==> config.mk <==
export PLATFORM = sky130hd
export DESIGN_NAME = fifo_wr_rr_arbiter
export DESIGN_NICKNAME = d
export VERILOG_FILES = /design/src/rtl/fifo_wr_rr_arbiter.sv
export SDC_FILE = /design/constraint.sdc
export NUM_CORES = 1
export LEC_CHECK = 0
export BUFFER_PORTS_ARGS = -buffer_cell sky130_fd_sc_hd__buf_2
export CAP_MARGIN = 30
export CELL_PAD_IN_SITES_DETAIL_PLACEMENT = 1
export CELL_PAD_IN_SITES_GLOBAL_PLACEMENT = 1
export CORE_MARGIN = 2
export CORE_UTILIZATION = 25
export DETAILED_ROUTE_END_ITERATION = 12
export GPL_TIMING_DRIVEN = 1
export PLACE_DENSITY = 0.8
export SLEW_MARGIN = 20
export SYNTH_ARGS = -nofsm -noshare
export SYNTH_HDL_FRONTEND = slang
export SYNTH_SLANG_ARGS = --single-unit
==> constraint.sdc <==
create_clock -name clk -period 2.1 [get_ports clk]
set_clock_uncertainty 0.05 [all_clocks]
set_input_delay 0.315 -clock clk [delete_from_list [all_inputs] [get_ports clk]]
set_output_delay 0.315 -clock clk [all_outputs]
set_load 0.03 [all_outputs]
==> src/rtl/fifo_wr_rr_arbiter.sv <==
// Round-robin burst arbiter sharing one FIFO write port among N_SRC valid/ready sources.
// One arbitration cycle per grant; the granted source streams straight into the FIFO.
module fifo_wr_rr_arbiter #(
  parameter int N_SRC     = 4,
  parameter int DATA_W    = 32,
  parameter int BURST_MAX = 16,
  parameter int STALL_MAX = 8,
  localparam int SRC_W    = $clog2(N_SRC)
) (
  input  logic                    clk,
  input  logic                    rst_n,
  input  logic [N_SRC-1:0]        src_valid,
  input  logic [N_SRC*DATA_W-1:0] src_data,
  input  logic [N_SRC-1:0]        src_last,
  output logic [N_SRC-1:0]        src_ready,
  output logic                    fifo_wr_en,
  output logic [DATA_W-1:0]       fifo_wr_data,
  input  logic                    fifo_wr_vld,
  output logic [SRC_W-1:0]        grant_idx,
  output logic                    busy,
  output logic                    burst_done
);

  localparam int BCNT_W = $clog2(BURST_MAX + 1);

  typedef enum logic {
    IDLE  = 1'b0,
    BURST = 1'b1
  } state_t;

  state_t            state_q, state_d;
  logic [SRC_W-1:0]  rr_ptr_q, rr_ptr_d;
  logic [SRC_W-1:0]  grant_q, grant_d;
  logic [BCNT_W-1:0] beat_cnt_q, beat_cnt_d;
  logic [7:0]        stall_cnt_q, stall_cnt_d;

  logic [DATA_W-1:0] src_words [N_SRC];
  logic [SRC_W-1:0]  rr_pick;
  logic              pick_vld;
  logic              g_valid, g_last, beat, end_burst;
  logic [31:0]       idx;

  always_comb begin
    for (int unsigned i = 0; i < N_SRC; i++) begin
      src_words[i] = src_data[i*DATA_W +: DATA_W];
    end
  end

  // First requester found scanning upward from rr_ptr, wrapping at N_SRC.
  always_comb begin
    pick_vld = 1'b0;
    rr_pick  = rr_ptr_q;
    idx      = '0;
    for (int unsigned off = 0; off < N_SRC; off++) begin
      idx = (32'(rr_ptr_q) + off) % N_SRC;
      if (!pick_vld && src_valid[idx]) begin
        pick_vld = 1'b1;
        rr_pick  = SRC_W'(idx);
      end
    end
  end

  assign g_valid   = src_valid[grant_q];
  assign g_last    = src_last[grant_q];
  assign grant_idx = grant_q;

  always_comb begin
    state_d      = state_q;
    rr_ptr_d     = rr_ptr_q;
    grant_d      = grant_q;
    beat_cnt_d   = beat_cnt_q;
    stall_cnt_d  = stall_cnt_q;
    src_ready    = '0;
    fifo_wr_en   = 1'b0;
    fifo_wr_data = '0;
    busy         = 1'b0;
    burst_done   = 1'b0;
    beat         = 1'b0;
    end_burst    = 1'b0;

    case (state_q)
      IDLE: begin
        if (pick_vld) begin
          grant_d = rr_pick;
          state_d = BURST;
        end
      end
      BURST: begin
        busy               = 1'b1;
        fifo_wr_en         = g_valid;
        fifo_wr_data       = src_words[grant_q];
        src_ready[grant_q] = fifo_wr_vld;
        beat               = g_valid & fifo_wr_vld;

        if (beat) begin
          beat_cnt_d = beat_cnt_q + BCNT_W'(1);
        end
        // FIFO backpressure leaves the stall counter untouched only via g_valid.
        if (g_valid) begin
          stall_cnt_d = '0;
        end else if (stall_cnt_q != '1) begin
          stall_cnt_d = stall_cnt_q + 8'd1;
        end

        end_burst = (beat && (g_last || (32'(beat_cnt_q) + 32'd1 == BURST_MAX)))
                 || (!g_valid && (32'(stall_cnt_q) + 32'd1 == STALL_MAX));

        if (end_burst) begin
          burst_done  = 1'b1;
          state_d     = IDLE;
          rr_ptr_d    = (grant_q == SRC_W'(N_SRC - 1)) ? '0 : grant_q + SRC_W'(1);
          beat_cnt_d  = '0;
          stall_cnt_d = '0;
        end
      end
      default: state_d = IDLE;
    endcase
  end

  always_ff @(posedge clk or negedge rst_n) begin
    if (!rst_n) begin
      state_q     <= IDLE;
      rr_ptr_q    <= '0;
      grant_q     <= '0;
      beat_cnt_q  <= '0;
      stall_cnt_q <= '0;
    end else begin
      state_q     <= state_d;
      rr_ptr_q    <= rr_ptr_d;
      grant_q     <= grant_d;
      beat_cnt_q  <= beat_cnt_d;
      stall_cnt_q <= stall_cnt_d;
    end
  end

endmodule
# --- Yosys cells after proc, flatten, opt, wreduce, memory -nomap -nowiden ---
# Index checks and enable logic that the tools add are counted.
word_totals:
  reg_bits: 18
  latchBits: 0
  ramBits: 0
  rom_bits: 0
  out_inout_bits: 41
  mem_count: 0
classes:
  addsub: 8
  multipliers: 0
  n_div: 0
  magnitude_cmp: 7
  n_eq_ne: 4
  shifts: 0
  n_mux: 39
  bitwise_logic: 4
  reduce_logical: 18
ops:
  columns: ["op", "n"]
  rows:
  - ["32-bit two-way mux", 3]
  - ["32-bit binary-select mux with 2-bit select", 1]
  - ["8-bit two-way mux", 3]
  - ["1-bit two-way mux", 17]
  - ["2-bit by 3-bit < comparator with 1-bit output, second input constant", 5]
  - ["1-bit binary-select mux with 2-bit select", 6]
  - ["5-bit two-way mux", 2]
  - ["8-bit by 1-bit adder with 9-bit output, second input constant", 1]
  - ["9-bit by 4-bit equality test with 1-bit output, second input constant", 1]
  - ["8-bit by 1-bit adder with 8-bit output, second input constant", 1]
  - ["2-bit two-way mux", 4]
  - ["8-bit != test, second input constant", 1]
  - ["2-bit AND reduction", 4]
  - ["5-bit by 1-bit adder with 6-bit output, second input constant", 1]
  - ["6-bit by 5-bit equality test with 1-bit output, second input constant", 1]
  - ["1-bit logical AND", 6]
  - ["5-bit by 1-bit adder with 5-bit output, second input constant", 1]
  - ["2-bit by 1-bit adder with 2-bit output, second input constant", 2]
  - ["2-bit adder, second input constant", 2]
  - ["4-bit AND", 1]
  - ["1-bit logical NOT", 4]
  - ["4-bit two-way mux", 1]
  - ["3-bit greater-or-equal comparator, second input constant", 1]
  - ["2-bit inverter with 3-bit output", 1]
  - ["9 further kinds", 10]

# --- Depth between registers and ports, before layout ---
# Gate-level depths: netlist of the first run.
depth:
  ltp_word: 14
  ltp_mapped: 8

# --- Least setup slack after synthesis of the first run ---
# OpenSTA, ideal clock, no wires.
synth_path:
  kind: "register to output"
  startpoint: "register grant_q[0], in the netlist grant_idx[0]"
  endpoint: "output burst_done"
  arrival_ns: 1.973
  slack_ns: -0.238
  path_stages_with_launch: 6
  n_path_buf: 1
  cell_sequence: "dfrtp_1 buf_6 mux4_2 nor3_4 o21ai_2 inv_1"
synth_between:
  elab_chain_cells: 7
  word_cells_on_any_way: 12
synth_lines:
  columns: ["element", "line", "text"]
  rows:
  - ["from (decl)", "33", "logic [SRC_W-1:0] grant_q, grant_d;"]
  - ["from (signal assigned)", "130", "grant_q <= grant_d;"]
  - ["1-bit binary-select mux with 2-bit select, on equally long branches", "63, 64", null]
  - ["1-bit two-way mux, on equally long branches", "63, 64", null]
  - ["1-bit AND, or another cell as far along", "93", "beat = g_valid & fifo_wr_vld;"]
  - ["1-bit logical AND, on equally long branches", "105, 106", null]
  - ["1-bit logical OR (*)", "106", "|| (!g_valid && (32'(stall_cnt_q) + 32'd1 == STALL_MAX));"]
  - ["1-bit two-way mux (*)", "108", "if (end_burst) begin"]
  - ["1-bit two-way mux (*)", "81", "case (state_q)"]
  - ["to (decl)", "21", "output logic burst_done"]
# Every way passes the cells marked *; elsewhere a longest branch is shown, timed or not. The select of a mux whose other input is x is not followed.

# --- Final worst setup path of the first run ---
# Ends and elaborated chain as after synthesis.

==> results of run 1 <==
## final timing paths
path / to / slack [ns] / cells past startpoint
max in group asynchronous: grant_idx[0] / 1.18 / 2
worst max register to register: rr_ptr_q[1] / -0.14 / 9
worst min register to register: beat_cnt_q[4] / 0.52 / 1
worst max-delay path: burst_done / -0.25 / 7
worst min-delay path: stall_cnt_q[4] / 0.49 / 2
min in group clk: beat_cnt_q[4] / 0.52 / 1
## layout make-up
| class | count | area [µm²] | area share |
|---|---|---|---|
| multi-input combinational | 178 | 1860 | 0.453 |
| timing repair buffer | 226 | 1590 | 0.386 |
| clock buffer | 4 | 55.1 | 0.0134 |
| tap | 108 | 135 | 0.0329 |
| inverter | 6 | 22.5 | 0.00548 |
| sequential | 18 | 452 | 0.110 |
## flip-flops by register name, indices dropped and copies added (netlist names)
register and flops:
stall_cnt_q 8, beat_cnt_q 5, grant_idx 2, rr_ptr_q 2, state_q 1
## power by group through the flow
stage,registers [mW],logic [mW],clock network (mW)
after floorplan,0.616,2.34,0
after detailed placement,0.596,3.45,0
final,0.595,4.68,0.285
after global placement,0.582,3.35,0
after global routing,0.616,4.97,0.320
after CTS,0.593,4.61,0.299
## synthesized netlist by cell type (2+ instances only)
master    instances
buf_2             3
nor3_1            4
inv_1             6
a21o_1            5
nand2b_1          3
nor2_1           10
nor3b_1           2
buf_6             2
a22o_1            3
mux2i_1           3
nand3_1           5
and3_1            6
o21bai_1          3
nor2b_1           2
ha_1              7
nand2_1          12
clkbuf_1         10
o22ai_1           2
a31oi_1           3
mux4_2           34
dfrtp_1          18
mux2_1            2
a21oi_1           9
and2_1           34
o21ai_0          10
## critical path, stage by stage, from the launching register on
cell and delay, ns:
dfrtp_2 0.42, buf_6 0.11, mux4_2 0.53, a31oi_4 0.21, nor2_2 0.07, o21ai_2 0.19, inv_2 0.06, buf_6 0.14
## cell families after synthesis
kind of cell | count (synthesis)
multiplexers | 40
AND/OR/NAND/NOR | 85
adder cells (fa/ha/maj) | 7
AO/OA/AOI/OAI | 44
flip-flops | 18
buffers and inverters | 21
XOR/XNOR | 2
## repair_timing
| item | CTS | global route |
|---|---|---|
| pin swaps | 6 | 5 |
| setup buffers | 15 | 9 |
| hold buffers | 1 | 0 |
| setup endpoints to repair | 35 | 46 |
| cloned | 1 | 0 |
| resized for setup | 121 | 16 |
| endpoints found under the hold margin | 18 | 0 |
## cells in the final DEF, fill, tap and decap left out, types with 3 or more instances in the layout
cell type | synthesis | routed
buf_2 | 3 | 143
buf_6 | 2 | 48
mux4_2 | 34 | 34
buf_4 | 0 | 28
and2_4 | 0 | 27
dfrtp_1 | 18 | 17
nand2_1 | 12 | 10
a21oi_1 | 9 | 9
nor2_1 | 10 | 8
and2_1 | 34 | 7
o21ai_0 | 10 | 7
ha_1 | 7 | 6
and3_1 | 6 | 5
nand3_1 | 5 | 5
a21o_1 | 5 | 5
inv_1 | 6 | 4
clkbuf_8 | 0 | 4
buf_12 | 0 | 4
o21ai_1 | 1 | 3
nand2b_1 | 3 | 3
o21bai_1 | 3 | 3
mux2_4 | 0 | 3
a22o_1 | 3 | 3
nor3_1 | 4 | 3
## routing by layer
layer	GRT usage	wire length, µm	share of wire	up-vias
met4	0.0569	211	0.020	2
met2	0.376	5600	0.54	107
met5	0	13	0.0012	-
met3	0.0499	617	0.059	20
li1	-	-	-	1271
met1	0.240	3980	0.38	1360
==> out/results.tsv, run 1 <==
stage	metric	value	unit
run_status	run status	finished with violations	
run_status	failing checks	setup timing	
route	First DRT Iteration DRCs	115	
place	DP Cell Count	516	
timing	Max Slew Vio Count	0	
grt	GRT Overall Usage	0.206	
floorplanning	Die H	99.3	µm
timing	final-report setup violation count	34	
yosys	#FFs+latches synth	18	
final_layout	Layout Nets	579	
setup_path	crit path launch	grant_idx[0]	
pwr	P_sw	2.48	mW
route	DRC	0	
clock_tree	Root Buffer	clkbuf_8	
final_layout	share of layout cells above drive strength 1	0.722	
place	DP Area	3470	µm²
clock_tree	Clk Latency, worst-skew pair	0.25	ns
floorplanning	Placeable Area	8760	µm²
place	routability cong.	0.884	
timing	Period minus WS final	2.35	ns
job	MaxCap Viol Count	0	
yosys	post-synthesis adder-cell area fraction	0.0386	
pwr	total power	5.56	mW
setup_path	CP Launch Type	register	
clock_tree	Clock transition at path regs	0.07	ns
final_layout	Diodes inserted	0	
setup_path	crit end category	output pin	
route	drt pass-1 iters	4	
setup_path	Crit Path Class	register to output pin	
setup_path	Critical Path RT	1.74	ns
place	dpl hpwl	8.30	mm
final_layout	Finished Layout Cells	540	
yosys	Synth top area share	0.337	
grt	first-pass GRT wire length	16.2	mm
yosys	post-synthesis compound-gate area fraction	0.132	
final_layout	design area	4110	µm²
yosys	Synth Area in Simple Gates	0.214	
pwr	Leak	2.02	nW
pwr	Comb power frac	0.842	
final_layout	Finished Core Util	0.469	
yosys	Post-synth EDFFs	0	
route	drt wl/cell	19.3	µm
floorplanning	Boundary Pins	180	
timing	setup TNS	-3.87	ns
floorplanning	die area	9860	µm²
place	Place WS	-0.0468	ns
yosys	largest family of logic cells by synthesized area	multiplexers	
final_layout	Area Overhead vs Synth	81.2	%
route	antenna-violating nets left	0	
clock_tree	CTS sink cnt	18	
timing	final worst slack	-0.247	ns
timing	RSZ-0062 raised after global routing	true	
pwr	P_int	3.08	mW
timing	share of the clock period used by the worst path	1.12	
yosys	Synth Warn #	0	
pwr	Switching Share	0.446	
clock_tree	total CTS buffers	3	
yosys	Synth Flop Type	dfrtp_1	
yosys	post-synthesis mux area share	0.365	
setup_path	Worst Path Max Fanout	4	
grt	largest net degree at the start of global routing	36	
route	via count	2760	
yosys	synth top area cells	mux4_2, dfrtp_1, and2_1	
setup_path	reg2reg start	stall_cnt_q[1]	
route	vias per cell	5.11	
yosys	ys async rst share	1.00	
timing	fmax	426	MHz
clock_tree	CTS Buffer Depth	2	
yosys	syn_area_per_cell	10.5	µm²
pwr	power share of the sequential group	0.107	
yosys	area of the mapped netlist	2270	µm²
timing	Fin. Hold Viols	0	
pwr	VDD IR max	0.000629	V
pwr	Clock Power Share	0.051	
floorplanning	placement row count	34	
grt	Overflow after GRT	0	
timing	worst hold margin	0.487	ns
floorplanning	Initial Util	0.259	
timing	relative slew slack	0.711	
yosys	Synth Instances	217	
route	Routed Wire Length	10.4	mm
floorplanning	die span in x	99.3	µm
yosys	largest area contributor in the netlist	mux4_2	
yosys	Synth Area in XOR/XNOR	0.00772	
pwr	PwrDens	1350	nW/µm²
final_layout	fillers	1002	
yosys	Synth cell types	44	
grt	initial antenna violation count	1	
worst_hold_path	worst min path class	primary input to asynchronous set/reset pin	
timing	Tightest Pin Transition	0.434	ns
place	IO buf count	179	
yosys	Synth Net Count	363	
clock_tree	CTS tree	built	
setup_path	CP arrival	1.98	ns
yosys	sequential share of the synthesized area	0.198	
clock_tree	Clock H-tree levels	1	
grt	vias in the first global route	3066	
Note: power is estimated with default switching activity, not from simulation.
==> inputs of run 2 (changes only) <==
--- a/config.mk
+++ b/config.mk
@@ -12,8 +12,8 @@
 export CORE_MARGIN = 2
 export CORE_UTILIZATION = 25
 export DETAILED_ROUTE_END_ITERATION = 12
-export GPL_TIMING_DRIVEN = 1
 export PLACE_DENSITY = 0.8
+export RECOVER_POWER = 25
 export SLEW_MARGIN = 20
 export SYNTH_ARGS = -nofsm -noshare
 export SYNTH_HDL_FRONTEND = slang
==> run 2 against run 1 <==
Against the previous run: the run still ends with setup timing left; die area stayed put; setup slack better by 0.00080 ns; power hardly changed; critical endpoint unchanged; largest power group unchanged.
==> out/results.tsv, run 2 (synthesis gave the netlist of run 1 again) <==
stage	metric	value	unit	change
clock_tree	Clk Latency, worst-skew pair	0.25	ns	about the same
timing	fmax	426	MHz	about the same
route	First DRT Iteration DRCs	96		-17%
grt	M3 GR Usage	0.0499		unchanged
clock_tree	CTS Buffer Depth	2		unchanged
route	Routed Wire Length	10.4	mm	-0.18%
final_layout	commonest cells after routing, fill and taps aside	buf_2, buf_6, mux4_2, buf_4, and2_4		
setup_path	crit end category	output pin		
grt	gr busiest metal	met2		
place	dpl hpwl	8.30	mm	unchanged
final_layout	Largest register FFs	8		unchanged
setup_path	CP endpoint	burst_done		
pwr	P_sw	2.48	mW	about the same
place	DP Area	3470	µm²	unchanged
pwr	VDD IR max	0.000629	V	about the same
timing	RSZ-0062 raised after global routing	true		
setup_path	reg2reg path depth	9		unchanged
pwr	total power	5.56	mW	about the same
timing	relative slew slack	0.331		-0.380
pwr	power share of the sequential group	0.107		about the same
timing	Period minus WS final	2.35	ns	-0.000796 ns
timing	worst hold margin	0.517	ns	+0.0301 ns
final_layout	leading cell type in the layout, fill and taps excluded	buf_2		
setup_path	Critical Path RT	1.74	ns	about the same
floorplanning	Placeable Area	8760	µm²	unchanged
setup_path	CP arrival	1.98	ns	about the same
floorplanning	die area	9860	µm²	unchanged
setup_path	CP Launch Type	register		
final_layout	biggest regs	stall_cnt_q x8, beat_cnt_q x5		
place	IO buf count	179		unchanged
route	vias per cell	5.12		+0.11%
final_layout	Finished Layout Cells	540		unchanged
route	via count	2763		+0.11%
pwr	P_int	3.08	mW	about the same
setup_path	reg2reg start	stall_cnt_q[1]		
timing	Max Slew Vio Count	0		unchanged
final_layout	Finished Core Util	0.469		about the same
floorplanning	die span in x	99.3	µm	unchanged
grt	first-pass GRT wire length	16.2	mm	unchanged
floorplanning	Boundary Pins	180		unchanged
pwr	PwrDens	1350	nW/µm²	about the same
timing	share of the clock period used by the worst path	1.12		about the same
clock_tree	Root Buffer	clkbuf_8		
place	routability cong.	0.884		unchanged
final_layout	Top reg by flops	stall_cnt_q		
route	drt wl/cell	19.3	µm	-0.18%
floorplanning	Die H	99.3	µm	unchanged
clock_tree	CTS tree	built		
timing	final worst slack	-0.246	ns	+0.000796 ns
final_layout	Diodes inserted	0		unchanged
final_layout	fillers	1003		+0.10%
place	DP Cell Count	516		unchanged
grt	largest net degree at the start of global routing	36		unchanged
pwr	Leak	2.02	nW	-0.14%
floorplanning	Initial Util	0.259		unchanged
final_layout	Layout Nets	579		unchanged
pwr	Comb power frac	0.842		about the same
timing	Tightest Pin Transition	1.00	ns	+0.570 ns
grt	GRT Overall Usage	0.206		unchanged
setup_path	crit path launch	grant_idx[0]		
setup_path	R2R Setup Slk	-0.14	ns	about the same
run_status	run status	finished with violations		
job	MaxCap Viol Count	0		unchanged
final_layout	design area	4110	µm²	about the same
worst_hold_path	worst min path class	register to register		
pwr	Clock Power Share	0.051		about the same
setup_path	R2R Path End	rr_ptr_q[1]		
grt	GR Layer Usage met2	0.376		unchanged
timing	Fin. Hold Viols	0		unchanged
clock_tree	CTS sink cnt	18		unchanged
grt	initial antenna violation count	1		unchanged
grt	vias in the first global route	3066		unchanged
route	drt pass-1 iters	4		unchanged
grt	Overflow after GRT	0		unchanged
final_layout	share of layout cells above drive strength 1	0.720		-0.00231
final_layout	Area Overhead vs Synth	81.1	%	about the same
pwr	Switching Share	0.446		about the same
route	antenna-violating nets left	0		unchanged
grt	GR Util met1	0.240		unchanged
clock_tree	Clock H-tree levels	1		unchanged
run_status	failing checks	setup timing		
clock_tree	total CTS buffers	3		unchanged
setup_path	Worst Path Max Fanout	4		unchanged
setup_path	Crit Path Class	register to output pin		
clock_tree	Clock transition at path regs	0.07	ns	about the same
route	DRC	0		unchanged
timing	final-report setup violation count	34		unchanged
floorplanning	placement row count	34		unchanged
[run 2: through the flow]
step                      TNS [ns]  worst slack [ns]
after CTS                    -3.99            -0.204
after floorplan             -0.115           -0.0409
after detailed placement   -0.0645           -0.0468
after global routing         -7.51            -0.379
after global placement     -0.0300           -0.0300
final                        -3.87            -0.246
[run 2: what timing repair did]
action	CTS	global route
endpoints found under the hold margin	18	0
hold buffers	1	0
buffers inserted	15	9
endpoints found under the setup margin	35	46
pin swaps	6	5
resized for setup	121	16
cloned	1	0
[run 2: power groups by stage]
stage	sequential [mW]	clock [mW]	combinational, mW
after floorplan	0.616	0	2.34
after global placement	0.582	0	3.35
after detailed placement	0.596	0	3.45
after CTS	0.593	0.299	4.61
after global routing	0.616	0.320	4.97
final	0.594	0.284	4.68
[run 2: layer usage]
layer,vias up,part of all wire
met1,1364,0.38
met2,105,0.54
met5,-,0.0012
li1,1272,-
met4,2,0.020
met3,20,0.059
[run 2: worst min path at each step]
stage                       start             end  cells after the start
finish              beat_cnt_q[4]   beat_cnt_q[4]                      1
global route         src_valid[1]    grant_idx[0]                      4
CTS                         rst_n  stall_cnt_q[4]                      2
detailed placement          rst_n  stall_cnt_q[4]                      1
global placement            rst_n  stall_cnt_q[4]                      1
floorplan                   rst_n   beat_cnt_q[0]                      0
[run 2: worst max-delay path, stage by stage (launching register included)]
cell,delay [ns]
dfrtp_2,0.42
buf_6,0.11
mux4_2,0.53
a31oi_4,0.21
nor2_2,0.07
o21ai_2,0.19
inv_2,0.06
buf_6,0.14
[run 2: area by class of cell]
class,instances,area (µm²),share of cell area
clock buffers,4,55.1,0.0134
inverters,6,22.5,0.00548
multi-input cells,178,1860,0.453
flip-flops and latches,18,452,0.110
well taps,108,135,0.0329
repair buffers,226,1590,0.386
